## src/rtl/prio_pkg.sv

```systemverilog
`default_nettype none
// ============================================================================
// Module   : prio_pkg
// Brief    : Shared sizes and FSM state encodings for priority_irq_ctrl.
// Revision : 1.0 - initial release
// ============================================================================
package prio_pkg;

   localparam int NUM_SRC = 8;
   localparam int ID_W    = 3;
   localparam int ST_W    = 2;

   localparam logic [ST_W-1:0] ST_IDLE  = 2'd0;
   localparam logic [ST_W-1:0] ST_ISSUE = 2'd1;
   localparam logic [ST_W-1:0] ST_GAP   = 2'd2;

endpackage
`default_nettype wire

```

## src/rtl/priority_irq_ctrl_if.sv

```systemverilog
`default_nettype none
// ============================================================================
// Module   : priority_irq_ctrl_if
// Brief    : Request/issue bundle between an interrupt consumer and the controller.
// Revision : 1.0 - initial release
// ============================================================================
interface priority_irq_ctrl_if;
   import prio_pkg::*;

   logic [NUM_SRC-1:0] req;
   logic [NUM_SRC-1:0] mask;
   logic               ack;
   logic               clr_ovr;
   logic               irq_valid;
   logic [ID_W-1:0]    irq_id;
   logic [NUM_SRC-1:0] pending;
   logic [NUM_SRC-1:0] ovr;

   modport master (
      output req, mask, ack, clr_ovr,
      input  irq_valid, irq_id, pending, ovr
   );

   modport slave (
      input  req, mask, ack, clr_ovr,
      output irq_valid, irq_id, pending, ovr
   );

endinterface
`default_nettype wire

```

## src/rtl/priority_irq_ctrl_pend_enc8.sv

```systemverilog
`default_nettype none
// ============================================================================
// Module   : pend_enc8
// Brief    : Combinational highest-set-index encoder with any-valid flag.
// Revision : 1.0 - initial release
// ============================================================================
module pend_enc8
   import prio_pkg::*;
(
   input  logic [NUM_SRC-1:0] i_vec,
   output logic [ID_W-1:0]    o_idx,
   output logic               o_any
);

   // Ascending scan so the highest set bit is the last one written
   always_comb begin
      o_idx = '0;
      for (int i = 0; i < NUM_SRC; i++) begin
         if (i_vec[i]) begin
            o_idx = ID_W'(i);
         end
      end
   end

   assign o_any = |i_vec;

endmodule
`default_nettype wire

```

## src/rtl/priority_irq_ctrl.sv

```systemverilog
`default_nettype none
// ============================================================================
// Module   : priority_irq_ctrl
// Brief    : 8-source priority interrupt controller with pending/overrun tracking.
// Revision : 1.0 - initial release
// ============================================================================
module priority_irq_ctrl
   import prio_pkg::*;
#(
   parameter int EDGE_MODE = 1
)(
   input  logic                 clk,
   input  logic                 rst,
   priority_irq_ctrl_if.slave   bus
);

   logic [NUM_SRC-1:0] r_req_d;
   logic [NUM_SRC-1:0] r_pending;
   logic [NUM_SRC-1:0] r_ovr;
   logic [ID_W-1:0]    r_irq_id;
   logic [ST_W-1:0]    r_state;
   logic [ST_W-1:0]    w_state_nxt;

   logic [NUM_SRC-1:0] w_edge;
   logic [NUM_SRC-1:0] w_ovr_set;
   logic [NUM_SRC-1:0] w_clr;
   logic [NUM_SRC-1:0] w_cand;
   logic [ID_W-1:0]    w_enc_idx;
   logic               w_enc_any;
   logic               w_ack_hit;
   logic               w_issue;

   generate
      if (EDGE_MODE != 0) begin : g_edge
         assign w_edge    = bus.req & ~r_req_d;
         assign w_ovr_set = w_edge & r_pending;
      end else begin : g_level
         assign w_edge    = bus.req;
         assign w_ovr_set = '0;
      end
   endgenerate

   assign w_cand    = r_pending & bus.mask;
   assign w_ack_hit = (r_state == ST_ISSUE) && bus.ack;
   assign w_clr     = w_ack_hit ? (NUM_SRC'(1) << r_irq_id) : '0;

   pend_enc8 u_enc (
      .i_vec (w_cand),
      .o_idx (w_enc_idx),
      .o_any (w_enc_any)
   );

   // Set terms are OR-ed after the clear terms so a new event always wins
   always_ff @(posedge clk) begin
      if (rst) begin
         r_req_d   <= '0;
         r_pending <= '0;
         r_ovr     <= '0;
         r_irq_id  <= '0;
      end else begin
         r_req_d   <= bus.req;
         r_pending <= (r_pending & ~w_clr) | w_edge;
         r_ovr     <= (r_ovr & ~{NUM_SRC{bus.clr_ovr}}) | w_ovr_set;
         if ((r_state == ST_IDLE) && w_enc_any) begin
            r_irq_id <= w_enc_idx;
         end
      end
   end

   always_ff @(posedge clk) begin
      if (rst) begin
         r_state <= ST_IDLE;
      end else begin
         r_state <= w_state_nxt;
      end
   end

   always_comb begin
      w_state_nxt = r_state;
      case (r_state)
         ST_IDLE:  if (w_enc_any) w_state_nxt = ST_ISSUE;
         ST_ISSUE: if (bus.ack)   w_state_nxt = ST_GAP;
         ST_GAP:   w_state_nxt = ST_IDLE;
         default:  w_state_nxt = ST_IDLE;
      endcase
   end

   always_comb begin
      w_issue = (r_state == ST_ISSUE);
   end

   assign bus.irq_valid = w_issue;
   assign bus.irq_id    = r_irq_id;
   assign bus.pending   = r_pending;
   assign bus.ovr       = r_ovr;

endmodule
`default_nettype wire

```

## src/flat_wrapper.sv

```systemverilog
// flat-port wrapper written by rule: the top's interface ports become plain ports
module priority_irq_ctrl_flat import prio_pkg::*;
#(
   parameter int EDGE_MODE = 1
)
  (clk, rst, bus_req, bus_mask, bus_ack, bus_clr_ovr, bus_irq_valid, bus_irq_id, bus_pending, bus_ovr);
  priority_irq_ctrl_if bus_i ();
  input  logic clk;
  input  logic rst;
  input wire logic [$bits(bus_i.req)-1:0] bus_req;
  input wire logic [$bits(bus_i.mask)-1:0] bus_mask;
  input wire logic [$bits(bus_i.ack)-1:0] bus_ack;
  input wire logic [$bits(bus_i.clr_ovr)-1:0] bus_clr_ovr;
  output wire logic [$bits(bus_i.irq_valid)-1:0] bus_irq_valid;
  output wire logic [$bits(bus_i.irq_id)-1:0] bus_irq_id;
  output wire logic [$bits(bus_i.pending)-1:0] bus_pending;
  output wire logic [$bits(bus_i.ovr)-1:0] bus_ovr;
  assign bus_i.req = bus_req;
  assign bus_i.mask = bus_mask;
  assign bus_i.ack = bus_ack;
  assign bus_i.clr_ovr = bus_clr_ovr;
  assign bus_irq_valid = bus_i.irq_valid;
  assign bus_irq_id = bus_i.irq_id;
  assign bus_pending = bus_i.pending;
  assign bus_ovr = bus_i.ovr;
  priority_irq_ctrl #(.EDGE_MODE(EDGE_MODE)) u_core (.clk(clk), .rst(rst), .bus(bus_i));
endmodule
```

## config.mk

```make
export PLATFORM = sky130hd
export DESIGN_NAME = priority_irq_ctrl_flat
export DESIGN_NICKNAME = d
export VERILOG_FILES = /design/src/rtl/prio_pkg.sv /design/src/rtl/priority_irq_ctrl_if.sv /design/src/rtl/priority_irq_ctrl_pend_enc8.sv /design/src/rtl/priority_irq_ctrl.sv /design/src/flat_wrapper.sv
export SDC_FILE = /design/constraint.sdc
export NUM_CORES = 1
export LEC_CHECK = 0
export CELL_PAD_IN_SITES_DETAIL_PLACEMENT = 0
export CELL_PAD_IN_SITES_GLOBAL_PLACEMENT = 1
export CORE_ASPECT_RATIO = 1.75
export CORE_MARGIN = 5
export CORE_UTILIZATION = 32
export CTS_BUF_LIST = sky130_fd_sc_hd__clkbuf_16
export CTS_CLUSTER_SIZE = 16
export DETAILED_ROUTE_END_ITERATION = 7
export PLACE_DENSITY = 0.8
export SKIP_LAST_GASP = 1
export SYNTH_ARGS = -nofsm -noshare
export SYNTH_HDL_FRONTEND = slang
export SYNTH_SLANG_ARGS = --single-unit
export TNS_END_PERCENT = 50
```

## constraint.sdc

```tcl
create_clock -name clk -period 1.6 [get_ports clk]
set_clock_uncertainty 0.1 [all_clocks]
set_input_delay 0.4 -clock clk [delete_from_list [all_inputs] [get_ports clk]]
set_output_delay 0.4 -clock clk [all_outputs]
set_load 0.01 [all_outputs]
```

# Yosys cells after proc, flatten, opt, wreduce, memory -nomap -nowiden

Cells that the tools add are included.

Bitwise operators: 10
Shift-type cells: 1
Reductions and logical operators: 5
Mux-type cells: 11
Eq/ne operators: 3

Operators with widths:

| kind                                                                    | count |
|---|---|
| 8-bit AND                                                               | 5 |
| 8-bit NOT                                                               | 3 |
| 3-bit two-way mux                                                       | 6 |
| 8-bit OR                                                                | 2 |
| 8-bit two-way mux                                                       | 1 |
| 8-bit OR reduction                                                      | 1 |
| 1-bit by 3-bit left shift with 8-bit output, first input constant       | 1 |
| 2-bit two-way mux                                                       | 2 |
| 2-bit one-hot mux with 2 select lines                                   | 1 |
| 2-bit by 1-bit equality test with 1-bit output, second input constant   | 1 |
| 1-bit logical AND                                                       | 2 |
| 2-bit zero test                                                         | 1 |
| 2-bit by 1-bit inequality test with 1-bit output, second input constant | 1 |
| 2-bit inequality test, second input constant                            | 1 |
| 2-bit AND reduction                                                     | 1 |
| 1-bit two-way mux                                                       | 1 |

Logic and storage cells: 35
Bits in registers: 29
Output and inout bits: 20

# Logic depth before layout (Yosys ltp)

Gate-level depths: netlist (run 1).

Word-level depth: 8
Mapped depth: 4
Gate-level depth less buffers: 4

# Hierarchy

From an unflattened synthesis (run 1), not the netlist that was laid out.

Cells, all modules: 126
Area total of the unflattened synthesis: 1,174.9 sq um

By module, submodules not included:

| module            | area an instance (sq um) | sequential area each (sq um) | cells an instance | times used |
|---|---|---|---|---|
| priority_irq_ctrl | 1,108.6                  | 580.6                        | 114               | 1 |
| pend_enc8         | 66.3                     | 0.0                          | 12                | 1 |

# Worst setup path before layout (run 1)

Ideal clock, no wire load.

Path type: register -> register
Start: reg u_core.r_pending[1], in the netlist u_core.bus.pending[1]
End: reg u_core.r_irq_id[1], in the netlist u_core.bus.irq_id[1]
Required time: 1.409 ns
Path slack: 0.337 ns
Stages on the path, launching flop included: 5
Period minus slack after synthesis: 1.263 ns
Arrival time: 1.072 ns
Buffers on the path: 0
Cells stage by stage: dfxtp_1 a22oi_1 a41oi_2 nor2_1 a311oi_1

Longest elaborated chain between the ends: 3

RTL lines:

| what                   | line                              | text |
|---|---|---|
| start, declared        | priority_irq_ctrl.sv:18           | `logic [NUM_SRC-1:0] r_pending;` |
| start signal, assigned | priority_irq_ctrl.sv:62           | `r_pending <= (r_pending & ~w_clr) \| w_edge;` |
| 8-bit AND              | priority_irq_ctrl.sv:43           | `assign w_cand = r_pending & bus.mask;` |
| 8-bit OR reduction     | priority_irq_ctrl_pend_enc8.sv:25 | `assign o_any = \|i_vec;` |
| 1-bit logical AND      | priority_irq_ctrl.sv:64           | `if ((r_state == ST_IDLE) && w_enc_any) begin` |
| end signal, assigned   | priority_irq_ctrl.sv:65           | `r_irq_id <= w_enc_idx;` |
| end, declared          | priority_irq_ctrl.sv:20           | `logic [ID_W-1:0] r_irq_id;` |

No other way between the ends.
A chain may end at the register's enable or synchronous reset.

# Final worst setup path (run 1)

Start: reg u_core.r_ovr[1], in the netlist u_core.bus.ovr[1]
End: out bus_ovr[1]

RTL lines:

| what                   | line                    | text |
|---|---|---|
| start, declared        | priority_irq_ctrl.sv:19 | `logic [NUM_SRC-1:0] r_ovr;` |
| start signal, assigned | priority_irq_ctrl.sv:63 | `r_ovr <= (r_ovr & ~{NUM_SRC{bus.clr_ovr}}) \| w_ovr_set;` |
| end, declared          | flat_wrapper.sv:17      | `output wire logic [$bits(bus_i.ovr)-1:0] bus_ovr;` |

No word-level cell between the ends.

==> results of run 1 <==
-- what timing repair did --
| action | 4_1_cts | 5_1_grt |
|---|---|---|
| endpoints found under the hold margin | 0 | 0 |
| buffers inserted | 0 | 0 |
| pin swaps | 0 | 1 |
| resized for setup | 10 | 11 |
| setup endpoints to repair | 20 | 14 |
-- layout make-up --
type	count	area share [%]
flip-flops and latches	29	30.8
well taps	45	2.99
clock buffers	5	6.64
multi-input cells	86	30.3
repair buffers	54	27.0
clock inverters	3	1.99
inverters	1	0.199
-- power by group through the flow --
stage	logic, mW	registers, mW	clock network, mW
floorplan	0.133	0.849	0
global placement	0.384	0.819	0
detailed placement	0.392	0.822	0
CTS	0.376	0.807	1.06
global route	0.424	0.811	1.10
finish	0.389	0.807	1.02
-- cell usage after synthesis --
| cell type | number | share of area [%] |
|---|---|---|
| o21ai_0 | 6 | 2.6 |
| a311oi_1 | 1 | 0.77 |
| nor2_1 | 4 | 1.3 |
| a32o_1 | 2 | 1.8 |
| inv_1 | 1 | 0.33 |
| o31ai_1 | 2 | 1.3 |
| nand2_1 | 4 | 1.3 |
| or2_2 | 1 | 0.55 |
| a21oi_1 | 18 | 7.9 |
| a41oi_2 | 1 | 1.4 |
| nor2b_1 | 8 | 4.4 |
| nand3b_1 | 9 | 5.9 |
| or2_1 | 1 | 0.55 |
| a31oi_1 | 1 | 0.55 |
| clkbuf_1 | 3 | 0.99 |
| nand2b_1 | 20 | 11 |
| a22oi_2 | 2 | 2.2 |
| and2b_2 | 1 | 0.77 |
| a211oi_1 | 1 | 0.66 |
| a21o_2 | 1 | 0.77 |
| dfxtp_1 | 29 | 51 |
| nand3_1 | 1 | 0.44 |
| a22oi_1 | 2 | 1.3 |
-- cells by family after synthesis --
| group | Yosys count | synth area share (%) |
|---|---|---|
| AO/OA/AOI/OAI | 37 | 21.3 |
| buffers and inverters | 4 | 1.32 |
| flip-flops | 29 | 51.0 |
| AND/OR/NAND/NOR | 49 | 26.3 |
-- flip-flops by register name (all words and copies together), names as in the netlist --
name / count
u_core.bus.irq_id: 3
u_core.r_state: 2
u_core.bus.pending: 8
u_core.r_req_d: 8
u_core.bus.ovr: 8
-- stage by stage --
step | power (mW) | utilization, % | setup TNS, ns
4_1_cts | 2.24 | 54.4 | -0.515
6_report | 2.22 | 55.4 | -0.179
3_5_place_dp | 1.21 | 50.0 | -1.99
5_1_grt | 2.33 | 55.4 | -0.447
2_1_floorplan | 0.982 | - | 0
3_3_place_gp | 1.20 | 50.0 | -1.67
-- how the worst max path moves through the flow --
| stage | start | to | cells past startpoint |
|---|---|---|---|
| 2_1_floorplan | u_core.bus.pending[1] | u_core.bus.irq_id[1] | 4 |
| 3_3_place_gp | bus_mask[1] | u_core.bus.irq_id[1] | 5 |
| 3_5_place_dp | bus_mask[1] | u_core.bus.irq_id[1] | 5 |
| 4_1_cts | u_core.bus.ovr[7] | bus_ovr[7] | 1 |
| 5_1_grt | u_core.bus.ovr[3] | bus_ovr[3] | 1 |
| 6_report | u_core.bus.ovr[1] | bus_ovr[1] | 1 |
-- layer usage --
metal	up-vias	part of all wire [%]	GRT usage [%]
li1	537	-	-
met5	-	0	0
met2	28	53	24.0
met3	7	6.1	6.07
met4	0	2.7	8.63
met1	496	38	14.7
==> results.ini, run 1 <==
[power]
clockPowerShare_pct = 46.1
p_comb_share_pct = 17.5
intPower_mw = 1.71
leak_pwr_nw = 0.790
share_of_total_power_consumed_by_net_switching_pct = 22.9
vdd_drop_max_mv = 0.934
netSwitchingPower_mw = 0.507
power.sequential.fraction_pct = 36.4
power_density_over_cell_area_mw_per_mm2 = 1180

[setup_path]
timing.critical_path.to_type = output port
r2r_setup_slack_ns = 0.19
critical_path.reg2reg.endpoint = u_core.bus.irq_id[1]
required_ns = 1.10
crit_path_max_fanout = 2
worstPathBufferInverterCount = 1
worstPathArrival_ns = 1.14
worst_path_max_delay_cell = clkdlybuf4s50_1
startpoint_type = flip-flop
worst_flop_to_flop_path_startpoint = u_core.bus.pending[7]
timing.setup.critical_path_class = flip-flop to output port
cpPeakStageDelay_ns = 0.53
crit_path_cell_trace = clkdlybuf4s50_1
worst-r2r-cell-count = 5
timing.critical_path.max_delay_family = buffers and inverters

[sta]
layout_setup_ws_ns = -0.0394
finalCritPeriodShare_pct = 102
timing.final.hold_violations = 0
grt_setup_unrepaired = yes
slew_violations = 0
holdWs_ns = 0.367
finalSetupViolCount = 6
worst-slew-pin-transition_ns = 0.283
fmax_ghz = 0.610
slew_headroom_pct = 81.0
final.min_clock_period_ns = 1.64

[routing]
remaining_drc_errors = 0
drt_wl_total_um = 3030
initialDrtViolationCount = 13
vias = 1068
detailedRoute.firstPassIterationCount = 4
routed_wire_length_per_instance_um = 13.6
viasPerCell = 4.79
drt.antenna.violating_nets = 0

[min_path]
hold_end = u_core.bus.ovr[0]
hold_start = u_core.bus.ovr[0]
min-delay-path-class = flip-flop to flip-flop
cell_depth_of_the_worst_min_delay_path = 2

[placed_design]
hpwlAfterDp_um = 2310
placed_cells_incl_taps = 215
dp_worst_setup_slack_ns = -0.280
place.port_buffers = 39
place_area_mm2 = 0.00170
finalWeightedCongestion = 0.844

[cts]
clk_latency_ns = 0.28
number_of_clock_sinks = 29
cts_root_buffer = clkbuf_16
cts_tree = done
htreeDepth = 2
cts.clk_slew.worst_paths_ns = 0.05
post_cts_hold_buffer_count = 0
numCtsBuffers = 5
max-clock-path-buffers = 2

[yosys]
synthesis.instances = 119
avgSynthCellArea_um2 = 9.56
postSynthRegisterBits = 29
post_synth_num_cell_types = 23
synth_net_count = 139
synth_sequential_area_ratio_pct = 51.0
synthesis.yosys.warnings = 0
area_of_the_mapped_netlist_mm2 = 0.00114

[grt]
grt_pass1_vias = 1096
number_of_antenna_violations_at_the_first_check_in_global_routing = 0
grt_pass1_wl_um = 4910
largest_net_degree_at_the_start_of_global_routing = 30
overflow = 0
grt_usage_pct = 14.5

[final_layout]
multi_input_comb_area_um2 = 571
fillers = 341
synth_to_final_area_change_pct = 65.6
design.final.nets = 197
most_frequent_standard_cell_in_the_layout_excluding_fill_and_tap_cells = dfxtp_1
register_area_um2 = 581
final_cell_mix = dfxtp_1, clkdlybuf4s50_1, nand2b_1, a21oi_1, buf_4
final_cell_area_mm2 = 0.00188
post_route_cells_drive_above_1_share_pct = 18.0
final_cell_count_no_fill = 223
antennaDiodeCount = 0

[die]
dieArea_mm2 = 0.00489
die_height_um = 88.9
floorplan.die.width_um = 55.1
i_o_pins = 40
starting_density_of_the_core_pct = 33.5
placeableCoreArea_mm2 = 0.00340
rows = 28

[run_status]
failed_checks = setup timing
status = finished with violations

[job]
drv.max_cap_violation_count = 0

No activity file was read; power rests on OpenSTA's default activity.
==> inputs of run 2 (changes only) <==
--- a/config.mk
+++ b/config.mk
@@ -5,7 +5,7 @@
 export SDC_FILE = /design/constraint.sdc
 export NUM_CORES = 1
 export LEC_CHECK = 0
-export CELL_PAD_IN_SITES_DETAIL_PLACEMENT = 0
+export CELL_PAD_IN_SITES_DETAIL_PLACEMENT = 1
 export CELL_PAD_IN_SITES_GLOBAL_PLACEMENT = 1
 export CORE_ASPECT_RATIO = 1.75
 export CORE_MARGIN = 5
==> run 2 against run 1 <==
Against the previous run: the run still ends with setup timing left; clock power shrank 16%; maximum frequency is essentially flat; die area is the same; clock-buffer cell count is the same; non-clock buffer count is the same; critical path depth is the same; critical endpoint is now bus_ovr[7].
==> results.ini, run 2 (synthesis results as in run 1) <==
[run_status]
status = finished with violations  ; unchanged
failed_checks = setup timing  ; unchanged

[routing]
initialDrtViolationCount = 23  ; was 13
vias = 1113  ; was 1068
routed_wire_length_per_instance_um = 17.3  ; was 13.6 um
remaining_drc_errors = 0  ; unchanged
drt_wl_total_um = 3850  ; was 3030 um
drt.antenna.violating_nets = 0  ; unchanged
viasPerCell = 5.01  ; was 4.79
detailedRoute.firstPassIterationCount = 4  ; unchanged

[job]
drv.max_cap_violation_count = 0  ; unchanged

[setup_path]
worstPathArrival_ns = 1.14  ; about the same
required_ns = 1.10  ; about the same
worstPathBufferInverterCount = 1  ; unchanged
worst-r2r-cell-count = 5  ; unchanged
r2r_setup_slack_ns = 0.16  ; was 0.19 ns
startpoint_type = flip-flop  ; unchanged
crit_path_max_fanout = 2  ; unchanged
crit_path_cell_trace = clkdlybuf4s50_1  ; unchanged
worst_path_max_delay_cell = clkdlybuf4s50_1  ; unchanged
cpPeakStageDelay_ns = 0.54  ; was 0.53 ns
timing.critical_path.to_type = output port  ; unchanged
timing.critical_path.from = u_core.bus.ovr[7]  ; was u_core.bus.ovr[1]
timing.critical_path.max_delay_family = buffers and inverters  ; unchanged
timing.setup.critical_path_class = flip-flop to output port  ; unchanged
worst_flop_to_flop_path_startpoint = u_core.bus.pending[7]  ; unchanged
critical_path.reg2reg.endpoint = u_core.bus.irq_id[2]  ; was u_core.bus.irq_id[1]

[sta]
finalCritPeriodShare_pct = 102  ; about the same
timing.final.hold_violations = 0  ; unchanged
worst-slew-pin-transition_ns = 0.330  ; was 0.283 ns
slew_violations = 0  ; unchanged
fmax_ghz = 0.610  ; about the same
slew_headroom_pct = 77.9  ; was 81.0%
layout_setup_ws_ns = -0.0384  ; was -0.0394 ns
final.min_clock_period_ns = 1.64  ; about the same
grt_setup_unrepaired = yes  ; unchanged
finalSetupViolCount = 6  ; unchanged

[placed_design]
hpwlAfterDp_um = 2780  ; was 2310 um
finalWeightedCongestion = 0.844  ; unchanged
placed_cells_incl_taps = 215  ; unchanged
place.port_buffers = 39  ; unchanged
dp_worst_setup_slack_ns = -0.311  ; was -0.280 ns

[final_layout]
design.final.nets = 197  ; unchanged
antennaDiodeCount = 0  ; unchanged
post-route-util_pct = 55.2  ; was 55.4%
final_cell_count_no_fill = 222  ; was 223
most_frequent_standard_cell_in_the_layout_excluding_fill_and_tap_cells = dfxtp_1  ; unchanged
post_route_cells_drive_above_1_share_pct = 19.8  ; was 18.0%
synth_to_final_area_change_pct = 64.8  ; was 65.6%
final_cell_mix = dfxtp_1, clkdlybuf4s50_1, nand2b_1, a21oi_1, buf_4  ; unchanged

[cts]
numCtsBuffers = 5  ; unchanged
post_cts_buffers = 0  ; unchanged
cts_root_buffer = clkbuf_16  ; unchanged
cts.clk_slew.worst_paths_ns = 0.05  ; about the same
clk_latency_ns = 0.27  ; was 0.28 ns
htreeDepth = 2  ; unchanged
post_cts_hold_buffer_count = 0  ; unchanged
max-clock-path-buffers = 2  ; unchanged
cts_tree = done  ; unchanged
number_of_clock_sinks = 29  ; unchanged

[die]
i_o_pins = 40  ; unchanged
placeableCoreArea_mm2 = 0.00340  ; unchanged
die_height_um = 88.9  ; unchanged
starting_density_of_the_core_pct = 33.5  ; unchanged
floorplan.die.width_um = 55.1  ; unchanged
dieArea_mm2 = 0.00489  ; unchanged
rows = 28  ; unchanged

[grt]
grt_usage_pct = 18.4  ; was 14.5%
grt_pass1_wl_um = 6320  ; was 4910 um
largest_net_degree_at_the_start_of_global_routing = 30  ; unchanged
grt_pass1_vias = 1322  ; was 1096
overflow = 0  ; unchanged
number_of_antenna_violations_at_the_first_check_in_global_routing = 0  ; unchanged

[power]
leak_pwr_nw = 0.796  ; was 0.790 nW
vdd_drop_max_mv = 0.759  ; was 0.934 mV
power_density_over_cell_area_mw_per_mm2 = 1110  ; was 1180 mW/mm2

[min_path]
hold_end = u_core.bus.ovr[2]  ; was u_core.bus.ovr[0]
min-delay-path-class = flip-flop to flip-flop  ; unchanged
hold_start = u_core.bus.ovr[2]  ; was u_core.bus.ovr[0]
cell_depth_of_the_worst_min_delay_path = 2  ; unchanged

run 2: layout make-up:
class	instances	area, um2
Clock buffer	5	125
Clock inverter	2	7.51
Fill cell	414	1520
Inverter	1	3.75
Multi-Input combinational cell	86	591
Sequential cell	29	581
Tap cell	45	56.3
Timing Repair Buffer	54	510
run 2: timing repair:
item                                    CTS  global route
endpoints found under the setup margin   24            16
pin swaps                                 1             6
resized for setup                        15            12
run 2: where the power goes:
group / switching, mW / leakage (nW) / internal [mW]
Combinational: 0.199 / 0.487 / 0.217
Sequential: 0.0311 / 0.240 / 0.778
Clock: 0.304 / 0.0685 / 0.554
Total: 0.534 / 0.796 / 1.55
run 2: routing by layer:
metal / share of wire, % / vias to the layer above / global-route usage (%)
met5: 0 / - / 0
met4: 2.1 / 0 / 7.30
met3: 4.0 / 9 / 5.40
met2: 57 / 28 / 34.1
met1: 37 / 541 / 18.1
li1: - / 535 / -
run 2: how the worst max path moves through the flow:
stage | end | cells after the start
floorplan | u_core.bus.irq_id[1] | 4
global placement | u_core.bus.irq_id[1] | 5
detailed placement | u_core.bus.irq_id[1] | 5
CTS | bus_ovr[5] | 1
global route | u_core.bus.pending[3] | 5
finish | bus_ovr[7] | 1
run 2: through the flow:
stage	power (mW)	hold slack, ns	TNS (ns)	area [um2]
after floorplan	0.982	0.354	0	1140
after global placement	1.20	0.357	-1.67	1700
after detailed placement	1.23	0.365	-2.38	1700
after CTS	2.09	0.380	-0.466	1840
after global routing	2.18	0.399	-0.565	1870
final	2.08	0.370	-0.158	1870
==> inputs of run 3 (changes only) <==
--- a/config.mk
+++ b/config.mk
@@ -8,7 +8,7 @@
 export CELL_PAD_IN_SITES_DETAIL_PLACEMENT = 1
 export CELL_PAD_IN_SITES_GLOBAL_PLACEMENT = 1
 export CORE_ASPECT_RATIO = 1.75
-export CORE_MARGIN = 5
+export CORE_MARGIN = 2
 export CORE_UTILIZATION = 32
 export CTS_BUF_LIST = sky130_fd_sc_hd__clkbuf_16
 export CTS_CLUSTER_SIZE = 16
==> run 3 against run 2 <==
Against the previous run: clock-buffer cell count stayed put; final cell count unchanged; global-route usage grew 0.94 points; final area shrank 2.0%; combinational power decreased by 8.7%; routed wire length is 9.5% lower; critical path type unchanged; first-iteration DRC count shrank 48%; worst hold slack worse by 0.0038 ns; die area fell by 17%; the flow still finishes with violations (setup timing); maximum frequency increased by 0.17%; sequential power is essentially flat.
==> results.ini, run 3 (synthesis results as in run 1) <==
[setup_path]
timing.critical_path.max_delay_family = buffers and inverters  ; unchanged
worst-r2r-cell-count = 5  ; unchanged
crit_path_max_fanout = 2  ; unchanged
required_ns = 1.10  ; about the same
timing.setup.critical_path_class = flip-flop to output port  ; unchanged
crit_path_cell_trace = clkdlybuf4s50_1  ; unchanged
cpPeakStageDelay_ns = 0.54  ; about the same
worstPathBufferInverterCount = 1  ; unchanged
startpoint_type = flip-flop  ; unchanged
timing.critical_path.to_type = output port  ; unchanged
worstPathArrival_ns = 1.14  ; about the same
critical_path_depth = 1  ; unchanged
worst_path_max_delay_cell = clkdlybuf4s50_1  ; unchanged

[cts]
cts.clk_slew.worst_paths_ns = 0.05  ; about the same
cts_tree = done  ; unchanged
clk_latency_ns = 0.27  ; about the same
max-clock-path-buffers = 2  ; unchanged
post_cts_buffers = 0  ; unchanged
htreeDepth = 2  ; unchanged
numCtsBuffers = 5  ; unchanged
cts_root_buffer = clkbuf_16  ; unchanged
number_of_clock_sinks = 29  ; unchanged

[sta]
grt_setup_unrepaired = yes  ; unchanged
finalCritPeriodShare_pct = 102  ; about the same
slew_headroom_pct = 79.3  ; was 77.9%
holdWs_ns = 0.367  ; was 0.370 ns
layout_setup_ws_ns = -0.0356  ; was -0.0384 ns
fmax_ghz = 0.611  ; was 0.610 GHz
timing.final.hold_violations = 0  ; unchanged
slew_violations = 0  ; unchanged
final.min_clock_period_ns = 1.64  ; about the same
finalSetupViolCount = 5  ; was 6
worst-slew-pin-transition_ns = 0.310  ; was 0.330 ns

[routing]
drt.antenna.violating_nets = 0  ; unchanged
routed_wire_length_per_instance_um = 15.7  ; was 17.3 um
drt_wl_total_um = 3480  ; was 3850 um
remaining_drc_errors = 0  ; unchanged
detailedRoute.firstPassIterationCount = 4  ; unchanged
initialDrtViolationCount = 12  ; was 23
vias = 1116  ; was 1113
viasPerCell = 5.03  ; was 5.01

[grt]
overflow = 0  ; unchanged
use_met2_pct = 36.5  ; was 34.1%
global_route.usage.met1_pct = 18.6  ; was 18.1%
grt_pass1_vias = 1268  ; was 1322
routing_layer_with_the_top_usage_in_global_route = met2  ; unchanged
grt_usage_pct = 19.3  ; was 18.4%
global_route_met3_utilization_pct = 4.68  ; was 5.40%
grt_pass1_wl_um = 6060  ; was 6320 um
largest_net_degree_at_the_start_of_global_routing = 30  ; unchanged
number_of_antenna_violations_at_the_first_check_in_global_routing = 0  ; unchanged

[final_layout]
post_route_cells_drive_above_1_share_pct = 15.8  ; was 19.8%
antennaDiodeCount = 0  ; unchanged
final_cell_mix = dfxtp_1, clkdlybuf4s50_1, nand2b_1, a21oi_1, buf_4  ; unchanged
most_frequent_standard_cell_in_the_layout_excluding_fill_and_tap_cells = dfxtp_1  ; unchanged
final_cell_area_mm2 = 0.00184  ; was 0.00187 mm2
design.final.nets = 197  ; unchanged
synth_to_final_area_change_pct = 61.5  ; was 64.8%
final_cell_count_no_fill = 222  ; unchanged
fillers = 409  ; was 414
multi_input_comb_area_um2 = 547  ; was 591 um2
register_area_um2 = 581  ; unchanged

[die]
dieArea_mm2 = 0.00407  ; was 0.00489 mm2
rows = 28  ; unchanged
die_height_um = 82.9  ; was 88.9 um
placeableCoreArea_mm2 = 0.00340  ; unchanged
starting_density_of_the_core_pct = 33.5  ; unchanged
floorplan.die.width_um = 49.1  ; was 55.1 um
i_o_pins = 40  ; unchanged

[placed_design]
place.port_buffers = 39  ; unchanged
finalWeightedCongestion = 0.893  ; was 0.844
place_area_mm2 = 0.00170  ; unchanged
hpwlAfterDp_um = 2690  ; was 2780 um
placed_cells_incl_taps = 215  ; unchanged

[min_path]
cell_depth_of_the_worst_min_delay_path = 2  ; unchanged
min-delay-path-class = flip-flop to flip-flop  ; unchanged

[run_status]
failed_checks = setup timing  ; unchanged
status = finished with violations  ; unchanged

[job]
drv.max_cap_violation_count = 0  ; unchanged

[power]
leak_pwr_nw = 0.831  ; was 0.796 nW
total_power_mw = 2.04  ; was 2.08 mW
vdd_drop_max_mv = 0.870  ; was 0.759 mV
power_density_over_cell_area_mw_per_mm2 = 1110  ; about the same

## run 3: where the power goes
part | total (mW) | internal [mW] | switching (mW)
logic | 0.380 | 0.205 | 0.176
registers | 0.810 | 0.778 | 0.0314
clock network | 0.847 | 0.552 | 0.294
total | 2.04 | 1.54 | 0.501
## run 3: final cells by class
class | instances | share of cell area, %
Timing Repair Buffer | 54 | 28.1
Multi-Input combinational cell | 86 | 29.8
Clock buffer | 5 | 6.81
Clock inverter | 2 | 0.409
Inverter | 1 | 0.204
Tap cell | 45 | 3.07
Sequential cell | 29 | 31.6
## run 3: path summary, 6_finish.rpt
check	startpoint	end	slack, ns
setup reg to reg	u_core.bus.pending[1]	u_core.bus.irq_id[2]	0.16
hold / removal	u_core.bus.ovr[5]	u_core.bus.ovr[5]	0.37
setup / recovery	u_core.bus.pending[6]	bus_pending[6]	-0.04
hold reg to reg	u_core.bus.ovr[5]	u_core.bus.ovr[5]	0.37
## run 3: what timing repair did
item | in CTS | in global routing
pin swaps | 2 | 0
setup endpoints to repair | 23 | 17
hold buffers | 0 | 0
gates resized for setup | 11 | 9
## run 3: metal layers
| metal | part of all wire, % | up-vias |
|---|---|---|
| li1 | - | 535 |
| met1 | 37 | 544 |
| met2 | 57 | 28 |
| met3 | 3.4 | 9 |
| met4 | 2.4 | 0 |
| met5 | 0 | - |
## run 3: stage by stage
step           util [%]  setup TNS [ns]  worst slack, ns
6_report           54.1          -0.127          -0.0356
5_1_grt            54.1          -0.361          -0.0606
4_1_cts            53.6          -0.561          -0.0659
3_5_place_dp       50.0           -2.59           -0.344
3_3_place_gp       50.0           -1.66           -0.220
2_1_floorplan         -               0            0.337
